==> config.mk <==
export PLATFORM = sky130hd
export DESIGN_NAME = idma_desc64_apb_submit_queue
export DESIGN_NICKNAME = d
export VERILOG_FILES = /design/src/rtl/idma_desc64_submit_pkg.sv /design/src/rtl/idma_desc64_addr_fifo.sv /design/src/rtl/idma_desc64_apb_submit_queue.sv
export SDC_FILE = /design/constraint.sdc
export NUM_CORES = 1
export LEC_CHECK = 0
export ABC_AREA = 1
export ABC_CLOCK_PERIOD_IN_PS = 8700
export BUFFER_PORTS_ARGS = -buffer_cell sky130_fd_sc_hd__buf_2
export CAP_MARGIN = 10
export CORE_UTILIZATION = 55
export CTS_CLUSTER_SIZE = 12
export DETAILED_ROUTE_END_ITERATION = 10
export GPL_ROUTABILITY_DRIVEN = 0
export PLACE_DENSITY = 0.82
export SYNTH_ARGS = -nofsm -noshare
export SYNTH_HDL_FRONTEND = slang
export SYNTH_HIERARCHICAL = 1
export SYNTH_SLANG_ARGS = --single-unit
==> constraint.sdc <==
create_clock -name clk_i -period 8.7 [get_ports clk_i]
set_clock_uncertainty 0.15 [all_clocks]
set_input_delay 0.435 -clock clk_i [delete_from_list [all_inputs] [get_ports clk_i]]
set_output_delay 0.435 -clock clk_i [all_outputs]
set_load 0.02 [all_outputs]
==> src/rtl/idma_desc64_submit_pkg.sv <==
`default_nettype none
// ----------------------------------------------------------------------------
// idma_desc64_submit_pkg : register map, status layout, FSM states and APB types
// rev 1.0
// ----------------------------------------------------------------------------
package idma_desc64_submit_pkg;

  localparam logic [3:0]  DESC_ADDR_OFFSET = 4'h0;
  localparam logic [3:0]  STATUS_OFFSET    = 4'h8;
  localparam int unsigned CHAN_STRIDE      = 32'h10;
  localparam int unsigned CHAN_SHIFT       = $clog2(CHAN_STRIDE);

  localparam int unsigned STATUS_EMPTY_BIT = 0;
  localparam int unsigned STATUS_FULL_BIT  = 1;
  localparam int unsigned STATUS_FLUSH_BIT = 0;
  localparam int unsigned STATUS_COUNT_LSB = 8;
  localparam int unsigned STATUS_COUNT_W   = 8;

  typedef enum logic [1:0] {
    ST_IDLE   = 2'd0,
    ST_ACCESS = 2'd1,
    ST_WAIT   = 2'd2
  } submit_state_e;

  typedef struct packed {
    logic [31:0] paddr;
    logic        pwrite;
    logic [63:0] pwdata;
    logic [7:0]  pstrb;
    logic        psel;
    logic        penable;
    logic [2:0]  pprot;
  } apb_req_64_t;

  typedef struct packed {
    logic [63:0] prdata;
    logic        pready;
    logic        pslverr;
  } apb_rsp_64_t;

endpackage
`default_nettype wire

==> src/rtl/idma_desc64_addr_fifo.sv <==
`default_nettype none
// ----------------------------------------------------------------------------
// idma_desc64_addr_fifo : per-channel descriptor address FIFO with flush
// rev 1.0
// ----------------------------------------------------------------------------
module idma_desc64_addr_fifo #(
  parameter int unsigned ADDR_WIDTH = 64,
  parameter int unsigned FIFO_DEPTH = 4
) (
  input  logic                        clk,
  input  logic                        rst,
  input  logic                        i_push,
  input  logic [ADDR_WIDTH-1:0]       i_data,
  input  logic                        i_pop,
  input  logic                        i_flush,
  output logic                        o_full,
  output logic                        o_empty,
  output logic [$clog2(FIFO_DEPTH):0] o_count,
  output logic [ADDR_WIDTH-1:0]       o_head
);

  localparam int unsigned c_PTR_W = $clog2(FIFO_DEPTH);
  localparam int unsigned c_CNT_W = c_PTR_W + 1;

  logic [ADDR_WIDTH-1:0] r_mem [FIFO_DEPTH];
  logic [c_PTR_W-1:0]    r_rd_ptr;
  logic [c_PTR_W-1:0]    r_wr_ptr;
  logic [c_CNT_W-1:0]    r_count;
  logic                  w_do_push;
  logic                  w_do_pop;

  assign o_full  = (r_count == c_CNT_W'(FIFO_DEPTH));
  assign o_empty = (r_count == '0);
  assign o_count = r_count;
  assign o_head  = r_mem[r_rd_ptr];

  // a pop in the same cycle frees the slot the push lands in
  assign w_do_pop  = i_pop & ~o_empty & ~i_flush;
  assign w_do_push = i_push & ~i_flush & (~o_full | w_do_pop);

  always_ff @(posedge clk or posedge rst) begin
    if (rst) begin
      r_rd_ptr <= '0;
      r_wr_ptr <= '0;
      r_count  <= '0;
      for (int i = 0; i < int'(FIFO_DEPTH); i++) begin
        r_mem[i] <= '0;
      end
    end else if (i_flush) begin
      r_rd_ptr <= '0;
      r_wr_ptr <= '0;
      r_count  <= '0;
    end else begin
      if (w_do_push) begin
        r_mem[r_wr_ptr] <= i_data;
        r_wr_ptr        <= r_wr_ptr + 1'b1;
      end
      if (w_do_pop) begin
        r_rd_ptr <= r_rd_ptr + 1'b1;
      end
      case ({w_do_push, w_do_pop})
        2'b10:   r_count <= r_count + 1'b1;
        2'b01:   r_count <= r_count - 1'b1;
        default: r_count <= r_count;
      endcase
    end
  end

endmodule
`default_nettype wire

==> src/rtl/idma_desc64_apb_submit_queue.sv <==
`default_nettype none
// ----------------------------------------------------------------------------
// idma_desc64_apb_submit_queue : APB doorbell front feeding per-channel FIFOs
// rev 1.0
// ----------------------------------------------------------------------------
module idma_desc64_apb_submit_queue
  import idma_desc64_submit_pkg::*;
#(
  parameter int unsigned NUM_CHANNELS  = 2,
  parameter int unsigned FIFO_DEPTH    = 4,
  parameter int unsigned ADDR_WIDTH    = 64,
  parameter bit          STALL_ON_FULL = 1'b1,
  parameter type         apb_req_t     = apb_req_64_t,
  parameter type         apb_rsp_t     = apb_rsp_64_t
) (
  input  logic                                   clk_i,
  input  logic                                   rst_i,
  input  apb_req_t                               apb_req_i,
  output apb_rsp_t                               apb_rsp_o,
  output logic [NUM_CHANNELS-1:0][ADDR_WIDTH-1:0] desc_addr_o,
  output logic [NUM_CHANNELS-1:0]                desc_valid_o,
  input  logic [NUM_CHANNELS-1:0]                desc_ready_i
);

  localparam int unsigned c_CHAN_IDX_W = (NUM_CHANNELS > 1) ? $clog2(NUM_CHANNELS) : 1;
  localparam int unsigned c_CNT_W      = $clog2(FIFO_DEPTH) + 1;

  submit_state_e         r_state;
  submit_state_e         w_state_next;
  apb_rsp_t              w_rsp;

  logic [31:0]             w_chan_full;
  logic [c_CHAN_IDX_W-1:0] w_chan;
  logic [3:0]              w_reg;
  logic                    w_chan_ok;
  logic                    w_is_desc;
  logic                    w_is_status;
  logic                    w_reg_ok;
  logic                    w_strb_ok;
  logic                    w_xfer;
  logic                    w_wr_ok;
  logic                    w_space;
  logic                    w_stall;
  logic                    w_push_en;
  logic                    w_flush_en;
  logic [ADDR_WIDTH-1:0]   w_status;
  logic                    w_unused_pprot;

  logic [NUM_CHANNELS-1:0] w_full;
  logic [NUM_CHANNELS-1:0] w_empty;
  logic [NUM_CHANNELS-1:0] w_pop;
  logic [c_CNT_W-1:0]      w_count [NUM_CHANNELS];
  logic [ADDR_WIDTH-1:0]   w_last  [NUM_CHANNELS];

  // the full channel index is compared so out-of-range channels never alias
  assign w_chan_full = 32'(apb_req_i.paddr >> CHAN_SHIFT);
  assign w_chan      = w_chan_full[c_CHAN_IDX_W-1:0];
  assign w_chan_ok   = (w_chan_full < NUM_CHANNELS);
  assign w_reg       = apb_req_i.paddr[3:0];
  assign w_is_desc   = (w_reg == DESC_ADDR_OFFSET);
  assign w_is_status = (w_reg == STATUS_OFFSET);
  assign w_reg_ok    = w_chan_ok & (w_is_desc | w_is_status);
  assign w_strb_ok   = &apb_req_i.pstrb;
  assign w_xfer      = apb_req_i.psel & apb_req_i.penable;
  assign w_wr_ok     = w_reg_ok & w_is_desc & apb_req_i.pwrite & w_strb_ok;
  assign w_space     = ~w_full[w_chan] | w_pop[w_chan];
  assign w_stall     = w_wr_ok & ~w_space & STALL_ON_FULL;

  assign w_unused_pprot = ^apb_req_i.pprot;
  assign apb_rsp_o      = w_rsp;

  always_comb begin
    w_status = '0;
    w_status[STATUS_EMPTY_BIT] = w_empty[w_chan];
    w_status[STATUS_FULL_BIT]  = w_full[w_chan];
    w_status[STATUS_COUNT_LSB +: STATUS_COUNT_W] = STATUS_COUNT_W'(w_count[w_chan]);
  end

  always_ff @(posedge clk_i or posedge rst_i) begin
    if (rst_i) begin
      r_state <= ST_IDLE;
    end else begin
      r_state <= w_state_next;
    end
  end

  always_comb begin
    w_state_next = r_state;
    case (r_state)
      ST_IDLE: begin
        if (apb_req_i.psel && !apb_req_i.penable) begin
          w_state_next = ST_ACCESS;
        end
      end
      ST_ACCESS: begin
        w_state_next = (w_xfer && w_stall) ? ST_WAIT : ST_IDLE;
      end
      ST_WAIT: begin
        // a master dropping psel mid-wait abandons the write
        if (!apb_req_i.psel || w_space) begin
          w_state_next = ST_IDLE;
        end
      end
      default: w_state_next = ST_IDLE;
    endcase
  end

  always_comb begin
    w_rsp      = '0;
    w_push_en  = 1'b0;
    w_flush_en = 1'b0;
    case (r_state)
      ST_ACCESS: begin
        if (w_xfer && !w_stall) begin
          w_rsp.pready = 1'b1;
          if (!w_reg_ok) begin
            w_rsp.pslverr = 1'b1;
          end else if (w_is_desc) begin
            if (!apb_req_i.pwrite) begin
              w_rsp.prdata = w_last[w_chan];
            end else if (!w_strb_ok || !w_space) begin
              w_rsp.pslverr = 1'b1;
            end else begin
              w_push_en = 1'b1;
            end
          end else if (apb_req_i.pwrite) begin
            w_flush_en = apb_req_i.pwdata[STATUS_FLUSH_BIT];
          end else begin
            w_rsp.prdata = w_status;
          end
        end
      end
      ST_WAIT: begin
        if (w_xfer && w_space) begin
          w_rsp.pready = 1'b1;
          w_push_en    = 1'b1;
        end
      end
      default: ;
    endcase
  end

  for (genvar g = 0; g < int'(NUM_CHANNELS); g++) begin : g_chan
    logic                  w_sel;
    logic [ADDR_WIDTH-1:0] r_last;

    assign w_sel           = w_chan_ok & (w_chan == c_CHAN_IDX_W'(g));
    assign w_pop[g]        = desc_valid_o[g] & desc_ready_i[g];
    assign desc_valid_o[g] = ~w_empty[g];
    assign w_last[g]       = r_last;

    always_ff @(posedge clk_i or posedge rst_i) begin
      if (rst_i) begin
        r_last <= '0;
      end else if (w_push_en && w_sel) begin
        r_last <= apb_req_i.pwdata;
      end
    end

    idma_desc64_addr_fifo #(
      .ADDR_WIDTH (ADDR_WIDTH),
      .FIFO_DEPTH (FIFO_DEPTH)
    ) u_fifo (
      .clk     (clk_i),
      .rst     (rst_i),
      .i_push  (w_push_en & w_sel),
      .i_data  (apb_req_i.pwdata),
      .i_pop   (w_pop[g]),
      .i_flush (w_flush_en & w_sel),
      .o_full  (w_full[g]),
      .o_empty (w_empty[g]),
      .o_count (w_count[g]),
      .o_head  (desc_addr_o[g])
    );
  end

endmodule
`default_nettype wire

Yosys cells after proc, flatten, opt, wreduce, memory -nomap -nowiden
Index checks and enable logic that the tools add are counted.
{ "word_totals": {"ff_bits": 656, "out_inout_bits": 196, "word_cells": 178} }
{ "classes": {"addsub": 8, "n_lt_le_gt_ge": 9, "n_eq_ne": 11, "muxes": 64, "bitwise": 40, "reduce_logical": 29} }
{ "op_table": {"columns": ["op", "count"], "rows": [
  ["2-to-1 mux 64 bit", 13],
  ["bitwise mux 256 bit", 2],
  ["binary-select mux 64 bit (select 2 bit)", 2],
  ["demux 64 bit (select 2 bit)", 2],
  ["2-to-1 mux 66 bit", 1],
  ["less-than comparator 28 x 2 -> 1 bit (second input constant)", 1],
  ["bitwise AND 1 bit", 22],
  ["2-to-1 mux 1 bit", 22],
  ["2-to-1 mux 2 bit", 11],
  ["2-to-1 mux 3 bit", 5],
  [">= comparator 3 bit (second input constant)", 4],
  ["inverter 2 -> 3 bit", 4],
  ["one-hot mux 3 bit (2 select lines)", 2],
  ["2-to-1 mux 11 bit", 1],
  ["inverter 1 bit", 9],
  ["adder 2 x 1 -> 2 bit (second input constant)", 4],
  ["logical AND 1 bit", 8],
  ["AND reduction 8 bit", 1],
  ["nonzero test 2 bit", 4],
  ["adder 3 x 1 -> 3 bit (second input constant)", 2],
  ["equality test 2 x 1 -> 1 bit (second input constant)", 3],
  ["equality test 2 bit (second input constant)", 3],
  ["equality test 3 bit (second input constant)", 2],
  ["zero test 3 bit", 2],
  ["other kinds (16)", 31]
]} }

Logic depth before layout (Yosys ltp)
{ "logic_depth": {"word_depth": 20, "ltp_mapped": 26} }

Hierarchy
Netlist, hierarchy kept.
{ "by_module_without_submodules": {"columns": ["module", "instances", "cells_each", "area_per_inst_um2", "seq_area_each_um2"], "rows": [
  ["idma_desc64_addr_fifo (g_chan[0].u_fifo)", 1, 1319, 12238.0, 6581.3],
  ["idma_desc64_addr_fifo (g_chan[1].u_fifo)", 1, 1313, 12116.6, 6581.3],
  ["idma_desc64_apb_submit_queue", 1, 904, 6842.8, 3253.1]
]} }

Least setup slack after synthesis
OpenSTA, ideal clock, no wires.
{ "synth_path": {"kind": "register to register", "from": "register g_chan[0].u_fifo.r_count[0]", "to": "register g_chan[0].u_fifo.r_count[2]", "arrival_ns": 2.846, "slack_ns": 5.586, "stages_incl_launch_ff": 26, "synth_period_minus_slack_ns": 3.114, "path_cell_list": "dfrtp_1 nor2_2 nand2_1 inv_1 nor2_1 nand2_1 nand3_2 nand2_1 nand3b_1 nand2_1 nand4_1 buf_4 buf_4 inv_2 inv_1 nand4_1 inv_1 fa_1 inv_1 nand2_1 nand2_1 inv_1 nand2_1 nand2_1 nand3_1 nand2_1"} }
{ "synth_between": {"elab_chain_cells": 20, "word_cells_on_any_way": 42} }
{ "synth_rtl": {"columns": ["element", "line", "text"], "rows": [
  ["from (decl)", "idma_desc64_addr_fifo.sv:28", "logic [c_CNT_W-1:0] r_count;"],
  ["from (signal assigned)", "idma_desc64_addr_fifo.sv:62", "2'b10: r_count <= r_count + 1'b1;"],
  ["from (signal assigned)", "idma_desc64_addr_fifo.sv:63", "2'b01: r_count <= r_count - 1'b1;"],
  ["from (signal assigned)", "idma_desc64_addr_fifo.sv:64", "default: r_count <= r_count;"],
  ["zero test 3 bit *", "idma_desc64_addr_fifo.sv:33", "assign o_empty = (r_count == '0);"],
  ["named net w_empty[0]", "idma_desc64_apb_submit_queue.sv:50", "logic [NUM_CHANNELS-1:0] w_empty;"],
  ["inverter 1 bit *", "idma_desc64_apb_submit_queue.sv:149", "assign desc_valid_o[g] = ~w_empty[g];"],
  ["bitwise AND 1 bit *", "idma_desc64_apb_submit_queue.sv:148", "assign w_pop[g] = desc_valid_o[g] & desc_ready_i[g];"],
  ["named net w_pop[0]", "idma_desc64_apb_submit_queue.sv:51", "logic [NUM_CHANNELS-1:0] w_pop;"],
  ["2-to-1 mux 1 bit (implied by the code) (2 in a row)", "idma_desc64_apb_submit_queue.sv:66", "assign w_space = ~w_full[w_chan] | w_pop[w_chan];"],
  ["OR 1 bit", "idma_desc64_apb_submit_queue.sv:66", null],
  ["zero test 1 bit / inverter 1 bit (equally long branches)", "idma_desc64_apb_submit_queue.sv:121, idma_desc64_apb_submit_queue.sv:67", null],
  ["[... 5 more ...]", null, null],
  ["2-to-1 mux 1 bit / bitwise AND 1 bit (equally long branches)", "idma_desc64_apb_submit_queue.sv:114, idma_desc64_apb_submit_queue.sv:169", null],
  ["one-hot mux 1 bit (2 select lines) / inverter 1 bit (equally long branches)", null, null],
  ["bitwise AND 1 bit, on equally long branches", "idma_desc64_apb_submit_queue.sv:166, idma_desc64_addr_fifo.sv:38", null],
  ["bitwise AND 1 bit / OR 1 bit (equally long branches)", "idma_desc64_addr_fifo.sv:39", "assign w_do_push = i_push & ~i_flush & (~o_full | w_do_pop);"],
  ["bitwise AND 1 bit", "idma_desc64_addr_fifo.sv:39", null],
  ["equality test 2 x 1 -> 1 bit / equality test 2 bit (equally long branches)", "idma_desc64_addr_fifo.sv:61", "case ({w_do_push, w_do_pop})"],
  ["one-hot mux 3 bit (2 select lines)", "idma_desc64_addr_fifo.sv:61", null],
  ["2-to-1 mux 3 bit", "idma_desc64_addr_fifo.sv:49", "end else if (i_flush) begin"]
]} }
The timed path passes the listed nets; every way through them passes the cells marked *. The select of a mux whose other input is x is not followed.
A chain may end at the register's enable or synchronous reset.

Final worst setup path
{ "layout_path": {"from": "register g_chan[0].u_fifo.r_count[2]", "to": "register g_chan[0].u_fifo/r_mem[39] in the netlist's numbering"} }
{ "layout_between": {"elab_chain_cells": 18, "word_cells_on_any_way": 36} }
{ "layout_rtl": {"columns": ["element", "line", "text"], "rows": [
  ["zero test 3 bit *", "idma_desc64_addr_fifo.sv:33", null],
  ["named net w_empty[0]", "idma_desc64_apb_submit_queue.sv:50", null],
  ["inverter 1 bit *", "idma_desc64_apb_submit_queue.sv:149", null],
  ["bitwise AND 1 bit *", "idma_desc64_apb_submit_queue.sv:148", null],
  ["named net w_pop[0]", "idma_desc64_apb_submit_queue.sv:51", null],
  ["2-to-1 mux 1 bit (implied by the code) (2 in a row)", "idma_desc64_apb_submit_queue.sv:66", null],
  ["OR 1 bit", "idma_desc64_apb_submit_queue.sv:66", null],
  ["zero test 1 bit / inverter 1 bit (equally long branches)", "idma_desc64_apb_submit_queue.sv:121, idma_desc64_apb_submit_queue.sv:67", null],
  ["[... 3 more ...]", null, null],
  ["2-to-1 mux 1 bit, on equally long branches", "idma_desc64_apb_submit_queue.sv:118, idma_desc64_apb_submit_queue.sv:114", null],
  ["2-to-1 mux 1 bit, on equally long branches", "idma_desc64_apb_submit_queue.sv:116, idma_desc64_apb_submit_queue.sv:112", null],
  ["2-to-1 mux 1 bit / bitwise AND 1 bit (equally long branches)", "idma_desc64_apb_submit_queue.sv:114, idma_desc64_apb_submit_queue.sv:169", null],
  ["one-hot mux 1 bit (2 select lines) / inverter 1 bit (equally long branches)", null, null],
  ["bitwise AND 1 bit, on equally long branches", "idma_desc64_apb_submit_queue.sv:166, idma_desc64_addr_fifo.sv:38", null],
  ["bitwise AND 1 bit / OR 1 bit (equally long branches)", "idma_desc64_addr_fifo.sv:39", null],
  ["bitwise AND 1 bit", "idma_desc64_addr_fifo.sv:39", null],
  ["AND reduction 2 bit (no line) *", null, null],
  ["to (signal, indexed assignment)", "idma_desc64_addr_fifo.sv:55", "r_mem[r_wr_ptr] <= i_data;"],
  ["to (decl)", "idma_desc64_addr_fifo.sv:25", "logic [ADDR_WIDTH-1:0] r_mem [FIFO_DEPTH];"]
]} }
Marks and branches as above.

==> impl_metrics.tcl <==
set metrics [dict create \
    status "finished clean" \
    grt_overflow 0 \
    drtPass1Iterations 6 \
    place_ws_ns 4.03 \
    yosysWarnings 6 \
    clockBufferDepth 3 \
    grt_pass1_vias 24100 \
    initial_core_util_pct 56.2 \
    synthCells 3536 \
    tns_ns 0 \
    max-vdd-ir-drop_uv 147 \
    place_hpwl_um 51600 \
    final.setup.worst_slack_ns 3.95 \
    hold_viol_final 0 \
    routedWlPerCell_um 19.2 \
    cts.sinks 656 \
    relSlewSlack_pct 26.2 \
    drive_gt1_share_pct 18.9 \
    grt_usage_pct 29.8 \
    drv_slew 0 \
    post_cts_buffers 0 \
    crit_chain "inv_1 -> nand2_1 -> inv_1 -> nor2_1 -> nand2_1 -> nand3_2 -> nor2_1 -> nand2_1 -> nand2_2 -> buf_4 -> nor3_1 -> and2_1 -> nor2_1 -> nand2_2 -> inv_6 -> nand2_4 -> buf_4 -> nand2_1 -> o21ai_1" \
    p_per_area_mw_per_mm2 188 \
    muxShareOfSynthArea_pct 0 \
    cts_tree "built" \
    max_slew.worst_pin.slew_ns 1.11 \
    hold_path_class "primary input to flip-flop" \
    syn_nets 3663 \
    drt_iter0_drc 2620 \
    viasPerCell 5.78 \
    synth-seq-cells 656 \
    p_leak_nw 17.0 \
    nets 3795 \
    nFillCells 4830 \
    synth_top_family_by_area "simple AND/OR/NAND/NOR gates" \
    area_growth_pct 9.38 \
    die_h_um 240 \
    max_stage_delay_ns 0.93 \
    via_count 25800 \
    grt_max_degree 141 \
    synthSimpleGateAreaFrac_pct 19.8 \
    critPathTopFamily "simple AND/OR/NAND/NOR gates" \
    slowest_stage "buf_4" \
    fp.dieArea_mm2 0.0577 \
    setup_viol 0 \
    drt_wl_total_um 85800 \
    cp-end-kind "flip-flop" \
    cp.required_ns 9.05 \
    ys_seq_area_share_pct 52.6 \
    cts_root_buf "clkbuf_16" \
    port_buffers 306 \
    period_share_pct 54.6 \
    worstPathArrival_ns 5.10 \
    maxCapViolCount 0 \
    htree_num_levels 3 \
    rsz0062_at_grt "no" \
    num_io_pins 310 \
    drc 0 \
    cp_num_buf_inv 5 \
    cts-buffers-inserted 71 \
    fin_crit_ns 4.75 \
    clk_latency_ns 0.59 \
    core.rowCount 86 \
    synthXorXnorAreaFrac_pct 0.0561 \
    grt_pass1_wl_um 134000 \
    worst_path_most_repeated_cell "nand2_1" \
    synth-compound-area-share_pct 18.2 \
    antenna_found_initial 4 \
    fmax_mhz 211 \
    cp_max_fo 85 \
    synthAdderAreaFrac_pct 0.570 \
    yosysUniqueCellTypes 35 \
    die_w_um 240 \
    syn_avg_cell_area_um2 8.82 \
    ant_nets 0 \
    core_region_area_mm2 0.0555 \
    clk_pin_slew_ns 0.06 \
    start_kind "flip-flop" \
    worstSetupPathType "flip-flop to flip-flop" \
    syn_area_mm2 0.0312 \
]
-- stage by stage --
step	cells	util, %	total power (W)	cell area (um2)	hold slack (ns)
after floorplan	3536	-	0.00341	31200	0.294
after global placement	4341	57.5	0.00358	31900	0.308
after global routing	4463	61.4	0.00663	34100	0.0165
after CTS	4463	61.4	0.00647	34100	0.00298
after detailed placement	4341	57.5	0.00358	31900	0.312
final	4466	61.5	0.00642	34100	0.0259
-- Yosys cell counts --
cell type,n,share of area [%]
a21oi_1,11,0.18
a21oi_2,1,0.028
a31oi_1,1,0.020
and2_1,2,0.040
buf_1,3,0.036
buf_12,4,0.26
buf_2,63,1.0
buf_4,14,0.34
buf_6,103,3.7
buf_8,4,0.19
clkbuf_1,89,1.1
dfrtp_1,656,53
fa_1,2,0.13
ha_1,11,0.44
inv_1,169,2.0
inv_2,4,0.048
inv_6,2,0.056
nand2_1,832,10
nand2_2,4,0.080
nand2_4,8,0.29
nand3_1,8,0.13
nand3_2,3,0.096
nand3b_1,2,0.048
nand4_1,134,2.7
nor2_1,416,5.0
nor2_2,5,0.10
nor3_1,5,0.080
nor4_1,60,1.2
o21ai_0,274,4.4
o21ai_1,284,4.6
o21ai_2,228,6.4
o22ai_1,131,2.6
o31ai_1,1,0.024
xnor2_1,1,0.028
xor2_1,1,0.028
-- path summary, 6_finish.rpt --
check | from | end | slack, ns | cells past startpoint
worst max register to register | g_chan[0].u_fifo/o_count[2] | g_chan[0].u_fifo/r_mem[39] | 3.95 | 19
worst min register to register | g_chan[1].u_fifo/r_mem[83] | g_chan[1].u_fifo/r_mem[83] | 0.32 | 2
worst max-delay path | g_chan[0].u_fifo/o_count[2] | g_chan[0].u_fifo/r_mem[39] | 3.95 | 19
worst min-delay path | apb_req_i[53] | g_chan[1].r_last[40] | 0.03 | 3
max in group asynchronous | rst_i | g_chan[1].u_fifo/r_mem[20] | 5.73 | 5
min in group asynchronous | rst_i | g_chan[0].u_fifo/r_mem[91] | 0.50 | 3
-- layer usage --
layer / GRT usage [%] / up-vias / routed length, um
li1: - / 12100 / -
met1: 39.0 / 12500 / 34200
met2: 49.0 / 1084 / 41200
met3: 5.73 / 176 / 7170
met4: 12.1 / 2 / 3180
met5: 0 / - / 10
-- sequential cells by signal, summed over array words and instances (netlist names) --
name / cells
g_chan.r_last: 128
g_chan.u_fifo/o_count: 6
g_chan.u_fifo/r_mem: 512
g_chan.u_fifo/r_rd_ptr: 4
g_chan.u_fifo/r_wr_ptr: 4
r_state: 2
-- worst register-to-register path: stages, from the launching register on --
cell and delay (ns):
dfrtp_1 0.44, inv_1 0.12, nand2_1 0.16, inv_1 0.09
nor2_1 0.36, nand2_1 0.12, nand3_2 0.13, nor2_1 0.06
nand2_1 0.09, nand2_2 0.06, buf_4 0.38, nor3_1 0.29
and2_1 0.23, nor2_1 0.08, nand2_2 0.11, inv_6 0.07
nand2_4 0.44, buf_4 0.94, nand2_1 0.21, o21ai_1 0.14
-- kinds of logic (layout without fill, tap and decap cells) --
group,after synthesis,count (layout)
buffers and inverters,455,634
and+or+nand+nor,1479,1479
adders and majority gates,13,13
xor gates and xnor gates,2,2
other,0,3
AOI/OAI and AO/OA,931,931
DFF,656,656
-- cells in the final DEF (no fill, tap or decap), types with 3 or more instances in the layout --
cell type / count
nand2_4: 8
nor4_1: 60
clkbuf_16: 73
nand2_1: 831
ha_1: 11
buf_4: 31
nand2_2: 4
diode_2: 3
clkbuf_8: 12
nor2_1: 414
inv_2: 5
nand4_1: 134
buf_2: 306
nand3_2: 4
o21ai_2: 228
inv_1: 162
nand3_1: 7
o21ai_0: 274
dfrtp_1: 652
nor2_2: 5
o21ai_1: 284
o22ai_1: 131
a21oi_1: 11
clkbuf_1: 23
clkinv_2: 11
nor3_1: 5
-- power breakdown --
part	internal, W	switching, W
clock network	0.00170	0.00119
registers	0.00305	0.00000906
logic	0.000104	0.000362
total	0.00486	0.00156
-- what timing repair did --
action | CTS | global route
endpoints found under the hold margin | 110 | 0
resized for setup | 0 | 0
hold buffers | 2 | 0
-- cell type report --
class	count	area, um2	area share, %
Timing Repair Buffer	339	1780	5.23
Clock inverter	12	114	0.334
Multi-Input combinational cell	2425	12100	35.4
Clock buffer	108	2080	6.09
Tap cell	748	936	2.74
Sequential cell	656	16400	48.1
Inverter	175	687	2.01
Antenna cell	3	7.51	0.0220
(Power assumes the default switching activity.)
